<file path="config.mk">
export PLATFORM = sky130hd
export DESIGN_NAME = button_conditioner
export DESIGN_NICKNAME = d
export VERILOG_FILES = /design/src/rtl/button_pkg.sv /design/src/rtl/sync_2ff.sv /design/src/rtl/button_conditioner.sv
export SDC_FILE = /design/constraint.sdc
export NUM_CORES = 1
export LEC_CHECK = 0
export BUFFER_PORTS_ARGS = -buffer_cell sky130_fd_sc_hd__buf_2
export CAP_MARGIN = 40
export CORE_ASPECT_RATIO = 1.1
export CORE_MARGIN = 1.5
export CORE_UTILIZATION = 50
export DETAILED_ROUTE_END_ITERATION = 16
export PLACE_DENSITY = 0.65
export SYNTH_ARGS = -nofsm -noshare
export SYNTH_HDL_FRONTEND = slang
export SYNTH_SLANG_ARGS = --single-unit
</file>
<file path="constraint.sdc">
create_clock -name clk -period 2.2 [get_ports clk]
set_input_delay 0.44 -clock clk [delete_from_list [all_inputs] [get_ports clk]]
set_output_delay 0.44 -clock clk [all_outputs]
set_load 0.03 [all_outputs]
</file>
<file path="src/rtl/button_pkg.sv">
// Shared definitions for the pushbutton conditioner: state encoding,
// counter width and default timing parameters.
// No logic; imported by button_conditioner.
package button_pkg;

    localparam int CNT_W               = 16;
    localparam int DEBOUNCE_CYCLES_DEF = 4;
    localparam int LONG_CYCLES_DEF     = 16;

    localparam logic [2:0] ST_IDLE         = 3'd0;
    localparam logic [2:0] ST_PRESS_WAIT   = 3'd1;
    localparam logic [2:0] ST_PRESSED      = 3'd2;
    localparam logic [2:0] ST_LONG_HELD    = 3'd3;
    localparam logic [2:0] ST_RELEASE_WAIT = 3'd4;

    typedef enum logic [2:0] {
        S_IDLE         = ST_IDLE,
        S_PRESS_WAIT   = ST_PRESS_WAIT,
        S_PRESSED      = ST_PRESSED,
        S_LONG_HELD    = ST_LONG_HELD,
        S_RELEASE_WAIT = ST_RELEASE_WAIT
    } state_t;

endpackage

</file>
<file path="src/rtl/sync_2ff.sv">
// Two-flop synchronizer bringing an asynchronous level into the clk domain.
// Latency: 2 clk edges from d to q.
// No backpressure; both flops clear immediately on reset.
module sync_2ff (
    input  logic clk,
    input  logic rst_n,
    input  logic d,
    output logic q
);

    logic r_meta;
    logic r_sync;

    // Shift the raw level through two flops to settle metastability.
    always_ff @(posedge clk or negedge rst_n) begin
        if (!rst_n) begin
            r_meta <= 1'b0;
            r_sync <= 1'b0;
        end else begin
            r_meta <= d;
            r_sync <= r_meta;
        end
    end

    assign q = r_sync;

endmodule

</file>
<file path="src/rtl/button_conditioner.sv">
// Debounces a raw pushbutton into a clean level plus press/release/long-press pulses.
// Latency: b_press follows a steady high input by DEBOUNCE_CYCLES+2 edges (2 sync + debounce).
// No backpressure; pulses are single-cycle and mutually exclusive.
module button_conditioner
    import button_pkg::*;
#(
    parameter int DEBOUNCE_CYCLES = DEBOUNCE_CYCLES_DEF,
    parameter int LONG_CYCLES     = LONG_CYCLES_DEF
) (
    input  logic       clk,
    input  logic       rst_n,
    input  logic       b_raw,
    output logic       b_level,
    output logic       b_press,
    output logic       b_release,
    output logic       b_long,
    output logic [7:0] press_cnt
);

    // Terminal values in counter width; the hold counter is compared one
    // below its terminal so the increment never needs an extra bit.
    localparam logic [CNT_W-1:0] DB_TERM      = CNT_W'(DEBOUNCE_CYCLES);
    localparam logic [CNT_W-1:0] LONG_TERM    = CNT_W'(LONG_CYCLES);
    localparam logic [CNT_W-1:0] LONG_TERM_M1 = CNT_W'(LONG_CYCLES - 1);

    logic             w_b_s;

    state_t           r_state;
    state_t           w_state_nxt;
    logic [CNT_W-1:0] r_db_cnt;
    logic [CNT_W-1:0] w_db_cnt_nxt;
    logic [CNT_W-1:0] r_hold_cnt;
    logic [CNT_W-1:0] w_hold_cnt_nxt;
    logic             r_ret_long;
    logic             w_ret_long_nxt;
    logic             r_press;
    logic             w_press_nxt;
    logic             r_release;
    logic             w_release_nxt;
    logic             r_long;
    logic             w_long_nxt;
    logic [7:0]       r_press_cnt;
    logic [7:0]       w_press_cnt_nxt;

    sync_2ff u_sync (
        .clk   (clk),
        .rst_n (rst_n),
        .d     (b_raw),
        .q     (w_b_s)
    );

    // State, counters and registered event pulses.
    always_ff @(posedge clk or negedge rst_n) begin
        if (!rst_n) begin
            r_state     <= S_IDLE;
            r_db_cnt    <= '0;
            r_hold_cnt  <= '0;
            r_ret_long  <= 1'b0;
            r_press     <= 1'b0;
            r_release   <= 1'b0;
            r_long      <= 1'b0;
            r_press_cnt <= '0;
        end else begin
            r_state     <= w_state_nxt;
            r_db_cnt    <= w_db_cnt_nxt;
            r_hold_cnt  <= w_hold_cnt_nxt;
            r_ret_long  <= w_ret_long_nxt;
            r_press     <= w_press_nxt;
            r_release   <= w_release_nxt;
            r_long      <= w_long_nxt;
            r_press_cnt <= w_press_cnt_nxt;
        end
    end

    // Next-state, counter and pulse decisions from the synchronized level.
    always_comb begin
        w_state_nxt     = r_state;
        w_db_cnt_nxt    = r_db_cnt;
        w_hold_cnt_nxt  = r_hold_cnt;
        w_ret_long_nxt  = r_ret_long;
        w_press_nxt     = 1'b0;
        w_release_nxt   = 1'b0;
        w_long_nxt      = 1'b0;
        w_press_cnt_nxt = r_press_cnt;

        case (r_state)
            S_IDLE: begin
                if (w_b_s) begin
                    w_state_nxt  = S_PRESS_WAIT;
                    w_db_cnt_nxt = CNT_W'(1);
                end else begin
                    w_db_cnt_nxt = '0;
                end
            end

            S_PRESS_WAIT: begin
                if (!w_b_s) begin
                    w_state_nxt  = S_IDLE;
                    w_db_cnt_nxt = '0;
                end else if (r_db_cnt == DB_TERM) begin
                    w_state_nxt     = S_PRESSED;
                    w_db_cnt_nxt    = '0;
                    w_hold_cnt_nxt  = '0;
                    w_press_nxt     = 1'b1;
                    w_press_cnt_nxt = r_press_cnt + 8'd1;
                end else begin
                    w_db_cnt_nxt = r_db_cnt + CNT_W'(1);
                end
            end

            S_PRESSED: begin
                if (!w_b_s) begin
                    w_state_nxt    = S_RELEASE_WAIT;
                    w_db_cnt_nxt   = CNT_W'(1);
                    w_ret_long_nxt = 1'b0;
                end else if (r_hold_cnt == LONG_TERM_M1) begin
                    w_state_nxt    = S_LONG_HELD;
                    w_hold_cnt_nxt = LONG_TERM;
                    w_long_nxt     = 1'b1;
                end else begin
                    w_hold_cnt_nxt = r_hold_cnt + CNT_W'(1);
                end
            end

            S_LONG_HELD: begin
                // Long event already issued; hold counter stays at its terminal.
                if (!w_b_s) begin
                    w_state_nxt    = S_RELEASE_WAIT;
                    w_db_cnt_nxt   = CNT_W'(1);
                    w_ret_long_nxt = 1'b1;
                end
            end

            S_RELEASE_WAIT: begin
                if (w_b_s) begin
                    // Release glitch: resume where we left off, hold count frozen.
                    w_state_nxt  = r_ret_long ? S_LONG_HELD : S_PRESSED;
                    w_db_cnt_nxt = '0;
                end else if (r_db_cnt == DB_TERM) begin
                    w_state_nxt    = S_IDLE;
                    w_db_cnt_nxt   = '0;
                    w_hold_cnt_nxt = '0;
                    w_release_nxt  = 1'b1;
                end else begin
                    w_db_cnt_nxt = r_db_cnt + CNT_W'(1);
                end
            end

            default: begin
                w_state_nxt    = S_IDLE;
                w_db_cnt_nxt   = '0;
                w_hold_cnt_nxt = '0;
            end
        endcase
    end

    assign b_level   = (r_state == S_PRESSED) || (r_state == S_LONG_HELD) ||
                       (r_state == S_RELEASE_WAIT);
    assign b_press   = r_press;
    assign b_release = r_release;
    assign b_long    = r_long;
    assign press_cnt = r_press_cnt;

endmodule

</file>
# == After elaboration in Yosys (flattened, before gate mapping) ==
# Index checks and enable logic that the tools add are counted.
# classes
n_mux,33
add_sub_neg,3
n_eq_ne,16
n_bitwise,1
reduce_logical,10
# op_table
cell,n
$mux W16,9
$pmux W16 S4,2
$add A16 B1 Y16 const B,2
$mux W3,8
$eq A16 B3 Y1 const B,1
$eq A16 B4 Y1 const B,1
$pmux W3 S5,1
$mux W1,12
$add A8 B1 Y8 const B,1
$ne A2 B2 Y1 const B,4
$eq A3 B2 Y1 const B,2
$ne A2 B1 Y1 const B,3
$ne A3 B3 Y1 const B,2
$reduce_and A3 Y1,2
$reduce_and A5 Y1,1
$reduce_and A4 Y1,1
$reduce_or A2 Y1,2
$eq A3 B1 Y1 const B,1
$eq A3 B3 Y1 const B,1
$logic_not A3 Y1,1
$ne A3 B2 Y1 const B,1
$logic_or A1 B1 Y1,2
$pmux W1 S2,1
$reduce_bool A2 Y1,1
$not A1 Y1,1
# totals
regBits,49
wordCells,73

# == Longest topological paths before layout ==
# Gate-level depths: netlist (run 1).
# depth
ltp_word,4
mapped_depth,9
depth_no_buf,8

# == Cells and area by module ==
# A second synthesis (run 1) with hierarchy kept.
# unflattened
hier_cells,265
area_unflattened_um2,2561.2
# modules_own_cells
mod,cells_per_inst,instances,area_each_um2
button_conditioner,263,1,2511.2
sync_2ff,2,1,50.0

# == Worst setup path after synthesis (run 1) ==
# Ideal clock, no wire load.
# synth_timing
path_type,flip-flop to flip-flop
from,register r_db_cnt[0]
to,register r_press_cnt[5] (netlist: press_cnt[5])
t_arrival_ns,1.869
stages_incl_launch_ff,10
path_buffers,1
setup_ns,0.134
setup_slack_ns,0.197
synth_period_minus_slack_ns,2.003
path_cell_list,dfrtp_1 inv_1 ha_1 and4bb_2 and4_1 and4_1 buf_2 and4_1 nand3_1 xnor2_1
# synth_between
elab_chain_cells,2
# synth_rtl
element,line_no,text
from (decl),button_conditioner.sv:30,logic [CNT_W-1:0] r_db_cnt;
from (signal assigned),button_conditioner.sv:65,r_db_cnt <= w_db_cnt_nxt;
$eq A16 B3 Y1,button_conditioner.sv:100,end else if (r_db_cnt == DB_TERM) begin
$reduce_and A3 Y1 (no source line),-,
to (signal assigned),button_conditioner.sv:71,r_press_cnt <= w_press_cnt_nxt;
to (decl),button_conditioner.sv:42,logic [7:0] r_press_cnt;
# Every way passes these cells.
# A chain may end at the register's enable or synchronous reset.

# == Worst setup path in the final report (run 1) ==
# Ends and elaborated chain as after synthesis.

==> run metrics, run 1 <==
commonest non-fill, non-tap cell in the layout=dfrtp_1; drt first-iter violations=71; HP Class=primary input to async pin; antenna diode count=0; count of cell types in the netlist=42; r2r setup slk=140 ps; H-Tree Level Count=2; wirelength, routed=4822 um; CP Data Arrival Time=2250 ps; dpl hpwl=3558 um; Core ar.=4966 um^2; switching share of power=24.74%; fin nets=290; clock sinks=49; adder-cell area share of the yosys netlist=1.969%; Tot GR Track Use=19.45%; Slowest Stage Delay on Critical Path=390 ps; Critical Path Source Type=flop; reg-to-reg startpoint=r_db_cnt[0]; Least-Margin Pin Slew=583.0 ps; worst skew pair latency=300 ps; top_reg_cell synth=dfrtp_1; WL/cell=14.10 um; PD cells=554.0 nW/um^2; Clk Tree Root Cell=clkbuf_8; Power Internal=1.186 mW; Ports=15; cell count after synthesis=260; crit path capture=press_cnt[5]; Critical Path Fanout Max=5; commonest cells after routing, fill and taps aside=dfrtp_1, nor2_1, nand2_1; Crit Path Category=flop to flop; Syn. warnings=0; Hold-fix buffers, CTS=0; fin crit share=93.50%; final core occ=57.27%; largest net degree at the start of global routing=27; FP Rows=27; max_slew headroom=61.14%; port bufs=14; die height=77.77 um; Starting Density=51.17%; fin. max-slew vios=0; Buf/Inv on CP=1; first-pass GRT wire length=8707 um; fraction of power consumed by the clock network=33.0%; number of synthesized flops with an enable pin=0; CP Capture Type=flop; reg2reg end=press_cnt[5]; Crit path max-delay family=simple AND/OR/NAND/NOR gates; XOR/XNOR Fraction of Synth Area=8.961%; Critical Path Source=r_db_cnt[0]; Worst path slowest cell=dfrtp_1; DP Cell Count=334; share of layout cells above drive strength 1=15.14%; NetSw=0.3898 mW; most frequent CP cell=and4_1; maximum VDD drop=444.5 uV; Combinational Power Share=7.0%; Layout area overhead=11.92%; post-synth net total=267; antenna viol nets, final=0; Period minus WS final=2057 ps; GP Congestion=0.8208; Worst-path clk slew=90 ps; Compound-Gate Fraction of Synth Area=11.96%; outcome=complete, no violations; worst reg2reg path depth=8; die area=5520 um^2; cell chain of the critical path=inv_1 -> ha_1 -> and4bb_2 -> and4_1 -> and4_1 -> and4_1 -> nand3_1 -> xnor2_1; Clock Skew=8.804 ps; 1st-pass router iterations=4; DIE WIDTH=70.98 um; CTS tree=yes; mean area per synthesized cell=9.774 um^2; Layout Cells excl Fill=342; endpoints failing setup=0; Setup TNS=0 ps; multiplexer share of the synthesized area=1.329%; simple logic cell fraction of the synthesized area=25.11%; DRC=0; Post-Syn Area=2541 um^2; #FFs+latches synth=49; Vias=1,960; Fin. Hold Viols=0; Finished Cell Area=2844 um^2; Crit path depth=8; Max-Cap Viols=0; main combinational cell family by area after synthesis=simple AND/OR/NAND/NOR gates; GRT Residual Overflow=0; setup bufs post-CTS=0; RSZ-0062 raised after global routing=no; Sequential Power Share=60.0%; CTS buffer count=5; sequential share of the synthesized area=48.25%; vias in the first global route=1,934; Vias/cell=5.731; placement-stage cell area=2744 um^2; CTS Buffer Depth=2; Critical Path RT=2390 ps; ys async rst share=100.0%; Post-CTS Resized=0; f_max=486.1 MHz; initial antenna violation count=0; P_leak=1.263 nW
synthesized netlist by cell type, types with 2 or more instances:
cell,n,area (um^2)
dfrtp_1,49,1226
nor2_1,30,112.6
nand2_1,21,78.83
o21ai_0,16,80.08
xor2_1,15,131.4
nand3_1,13,65.06
a21oi_1,12,60.06
xnor2_1,11,96.34
and3_1,8,50.05
clkbuf_1,8,30.03
inv_1,7,26.28
and4_1,6,52.55
or3_1,6,37.54
nor3_1,5,25.02
ha_1,4,50.05
nand4_1,4,25.02
nor2b_1,4,25.02
mux2_2,3,33.78
nand2b_1,3,18.77
nor3b_1,3,22.52
nor4_1,3,18.77
o2111ai_1,3,26.28
o211ai_1,3,22.52
o31ai_1,3,22.52
nor4_4,2,42.54
o22ai_1,2,12.51
state kept, by name (all words and copies together) (netlist names):
signal,cells
r_db_cnt,16
r_hold_cnt,16
press_cnt,8
r_state,3
b_long,1
b_press,1
b_release,1
r_ret_long,1
u_sync.q,1
u_sync.r_meta,1
cell type report:
type                    count  area [um^2]
clock buffers               5        68.82
clock inverters             3        22.52
fillers                   438         2122
inverters                   7        26.28
multi-input cells         195         1262
flip-flops and latches     49         1226
well taps                  58        72.57
repair buffers             25        165.2
per-stage QoR:
stage | hold slack, ps | worst slack, ps | total power, mW
floorplan | 144.4 | 196.6 | 1.025
global placement | 336.6 | 210.4 | 1.074
detailed placement | 335.6 | 136.9 | 1.076
CTS | 144.4 | 110.6 | 1.604
global route | 169.6 | 31.73 | 1.655
finish | 132.8 | 143.0 | 1.576
power groups by stage:
stage	clock network, mW	registers [mW]	logic (mW)
2_1_floorplan	0	0.958	0.0671
3_3_place_gp	0	0.962	0.111
3_5_place_dp	0	0.963	0.112
4_1_cts	0.545	0.945	0.113
5_1_grt	0.580	0.948	0.127
6_report	0.520	0.945	0.110
worst min path at each step:
stage,endpoint,slack [ps],cells after the start
2_1_floorplan,b_long,140,0
4_1_cts,r_db_cnt[9],140,1
6_report,r_db_cnt[13],130,1
5_1_grt,r_db_cnt[13],170,1
3_5_place_dp,u_sync.q,340,0
3_3_place_gp,u_sync.q,340,0
per-layer routing:
metal	share of wire (%)	GRT usage (%)	vias up
met3	4.1	4.286	2
met2	49	31.78	39
met1	47	26.17	952
met4	0.29	5.094	0
met5	0	0	-
li1	-	-	967
cell families after synthesis:
group | after synthesis
buffers and inverters | 16
DFF | 49
xor gates and xnor gates | 26
adders and majority gates | 4
AOI/OAI and AO/OA | 48
and+or+nand+nor | 114
muxes | 3
Power figures use the tool's default switching activity.
==> run 2, diff against run 1 <==
--- a/config.mk
+++ b/config.mk
@@ -11,6 +11,7 @@
 export CORE_MARGIN = 1.5
 export CORE_UTILIZATION = 50
 export DETAILED_ROUTE_END_ITERATION = 16
+export GPL_ROUTABILITY_DRIVEN = 1
 export PLACE_DENSITY = 0.65
 export SYNTH_ARGS = -nofsm -noshare
 export SYNTH_HDL_FRONTEND = slang
==> constraint.sdc (replaced) <==
create_clock -name clk -period 2.05 [get_ports clk]
set_input_delay 0.1025 -clock clk [delete_from_list [all_inputs] [get_ports clk]]
set_output_delay 0.1025 -clock clk [all_outputs]
set_load 0.03 [all_outputs]
==> run metrics, run 2 (same netlist as run 1, synthesis figures left out) <==
WL/cell=14.87 um; Vias/cell=5.683; vias in the first global route=2,030; endpoints failing setup=0; Crit Path Category=flop to flop; wirelength, routed=5353 um; r2r setup slk=70 ps; CTS buffer count=5; DIE WIDTH=70.98 um; reg2reg end=press_cnt[5]; first-pass GRT wire length=9073 um; max layer used=met4; PD cells=639.2 nW/um^2; Core ar.=4966 um^2; Met1 Wirelength=2465 um; HP Class=flop to flop; drt first-iter violations=77; GRT Residual Overflow=0; worst reg2reg path depth=8; Critical Path RT=2250 ps; antenna diode count=0; outcome=complete, no violations; die area=5520 um^2; largest net degree at the start of global routing=50; CP Data Arrival Time=2170 ps; maximum VDD drop=432.1 uV; Critical Path Source Type=flop; 1st-pass router iterations=4; fin crit share=96.46%; P_leak=1.398 nW; FP Rows=27; routed length on met2=2639 um; Vias=2,046; pre-CTS WS=-5.911 ps; CTS Buffer Depth=2; Clock Skew=8.142 ps; worst skew pair latency=300 ps; Max-Cap Viols=0; Starting Density=51.17%; Ports=15; max_slew headroom=59.60%; share of layout cells above drive strength 1=24.50%; Period minus WS final=1977 ps; port bufs=14; die height=77.77 um; commonest cells after routing, fill and taps aside=dfrtp_1, nor2_1, buf_4; initial antenna violation count=0; GP Congestion=0.7919; Fin. Hold Viols=0; CTS tree=yes; DRC=0; Worst-path clk slew=90 ps; Hold Startpoint=u_sync.r_meta; f_max=505.7 MHz; Clk Tree Root Cell=clkbuf_8; Layout area overhead=21.47%; commonest non-fill, non-tap cell in the layout=dfrtp_1; H-Tree Level Count=2; fin. max-slew vios=0; final worst setup slack=72.58 ps; antenna viol nets, final=0; reg-to-reg startpoint=r_db_cnt[0]; Critical Path Fanout Max=4; cell depth of the worst min-delay path=0; wire length on met3=155 um; fin nets=308; Layout Cells excl Fill=360; worst hold endpoint=u_sync.q; CP Capture Type=flop; Least-Margin Pin Slew=605.9 ps; DP Cell Count=345; Tot GR Track Use=20.52%; clock sinks=49; dpl hpwl=3541 um; hold_ws=354.6 ps
## run 2: cell count changes in the layout (fill, tap and decap cells not counted), moves of 3 or more
| cell | delta |
|---|---|
| buf_4 | +14 |
| a21oi_1 | -4 |
| a21oi_2 | +4 |
| and4_1 | -3 |
| and4_4 | +3 |
| buf_6 | +3 |
| clkinvlp_4 | -3 |
## run 2: repair_timing
| action | 4_1_cts | 5_1_grt |
|---|---|---|
| gates cloned | 1 | 0 |
| pin swaps | 1 | 6 |
| hold buffers | 2 | 0 |
| endpoints found under the hold margin | 50 | 0 |
| setup endpoints to repair | 17 | 32 |
| buffers inserted | 0 | 4 |
| resized for setup | 7 | 19 |
## run 2: worst max-delay path by stage
stage / to / startpoint / slack [ps]
detailed placement: press_cnt[5] / r_db_cnt[0] / -6
global route: r_hold_cnt[12] / r_db_cnt[1] / -40
finish: press_cnt[5] / r_db_cnt[0] / 70
floorplan: press_cnt[5] / r_db_cnt[0] / 50
global placement: press_cnt[5] / r_db_cnt[0] / 90
CTS: press_cnt[5] / r_db_cnt[0] / -7
## run 2: routing by layer
metal / up-vias / GRT usage, %
met4: 0 / 6.981
met5: - / 0
li1: 1011 / -
met2: 39 / 34.11
met1: 987 / 27.04
met3: 9 / 3.506
## run 2: worst max-delay path: stages (launching register included)
cell	delay, ps
dfrtp_1	400
inv_2	70
ha_2	160
and4bb_2	260
and4_4	260
and4_4	240
and4_4	240
nand3_1	100
xnor2_1	140
## run 2: cell type report
class	count	area (um^2)
inverter	7	26.28
fill	419	1879
clock buffer	5	68.82
multi-input combinational	195	1320
clock inverter	3	68.82
timing repair buffer	43	304.0
sequential	49	1226
tap	58	72.57
## run 2: report_power, final
group	switching (mW)	total, mW	internal, mW	leakage, nW
clock network	0.330	0.821	0.491	0.0687
logic	0.0798	0.136	0.0566	0.655
registers	0.0280	1.02	0.987	0.674
total	0.438	1.97	1.53	1.40
## run 2: per-stage QoR
step	power [mW]	TNS [ps]	utilization, %	instance area (um^2)
finish	1.973	0	62.16	3087
global route	2.049	-126.2	62.16	3087
CTS	1.988	-13.10	60.32	2995
detailed placement	1.156	-5.911	56.66	2814
global placement	1.152	0	56.66	2814
floorplan	1.100	0	-	2541
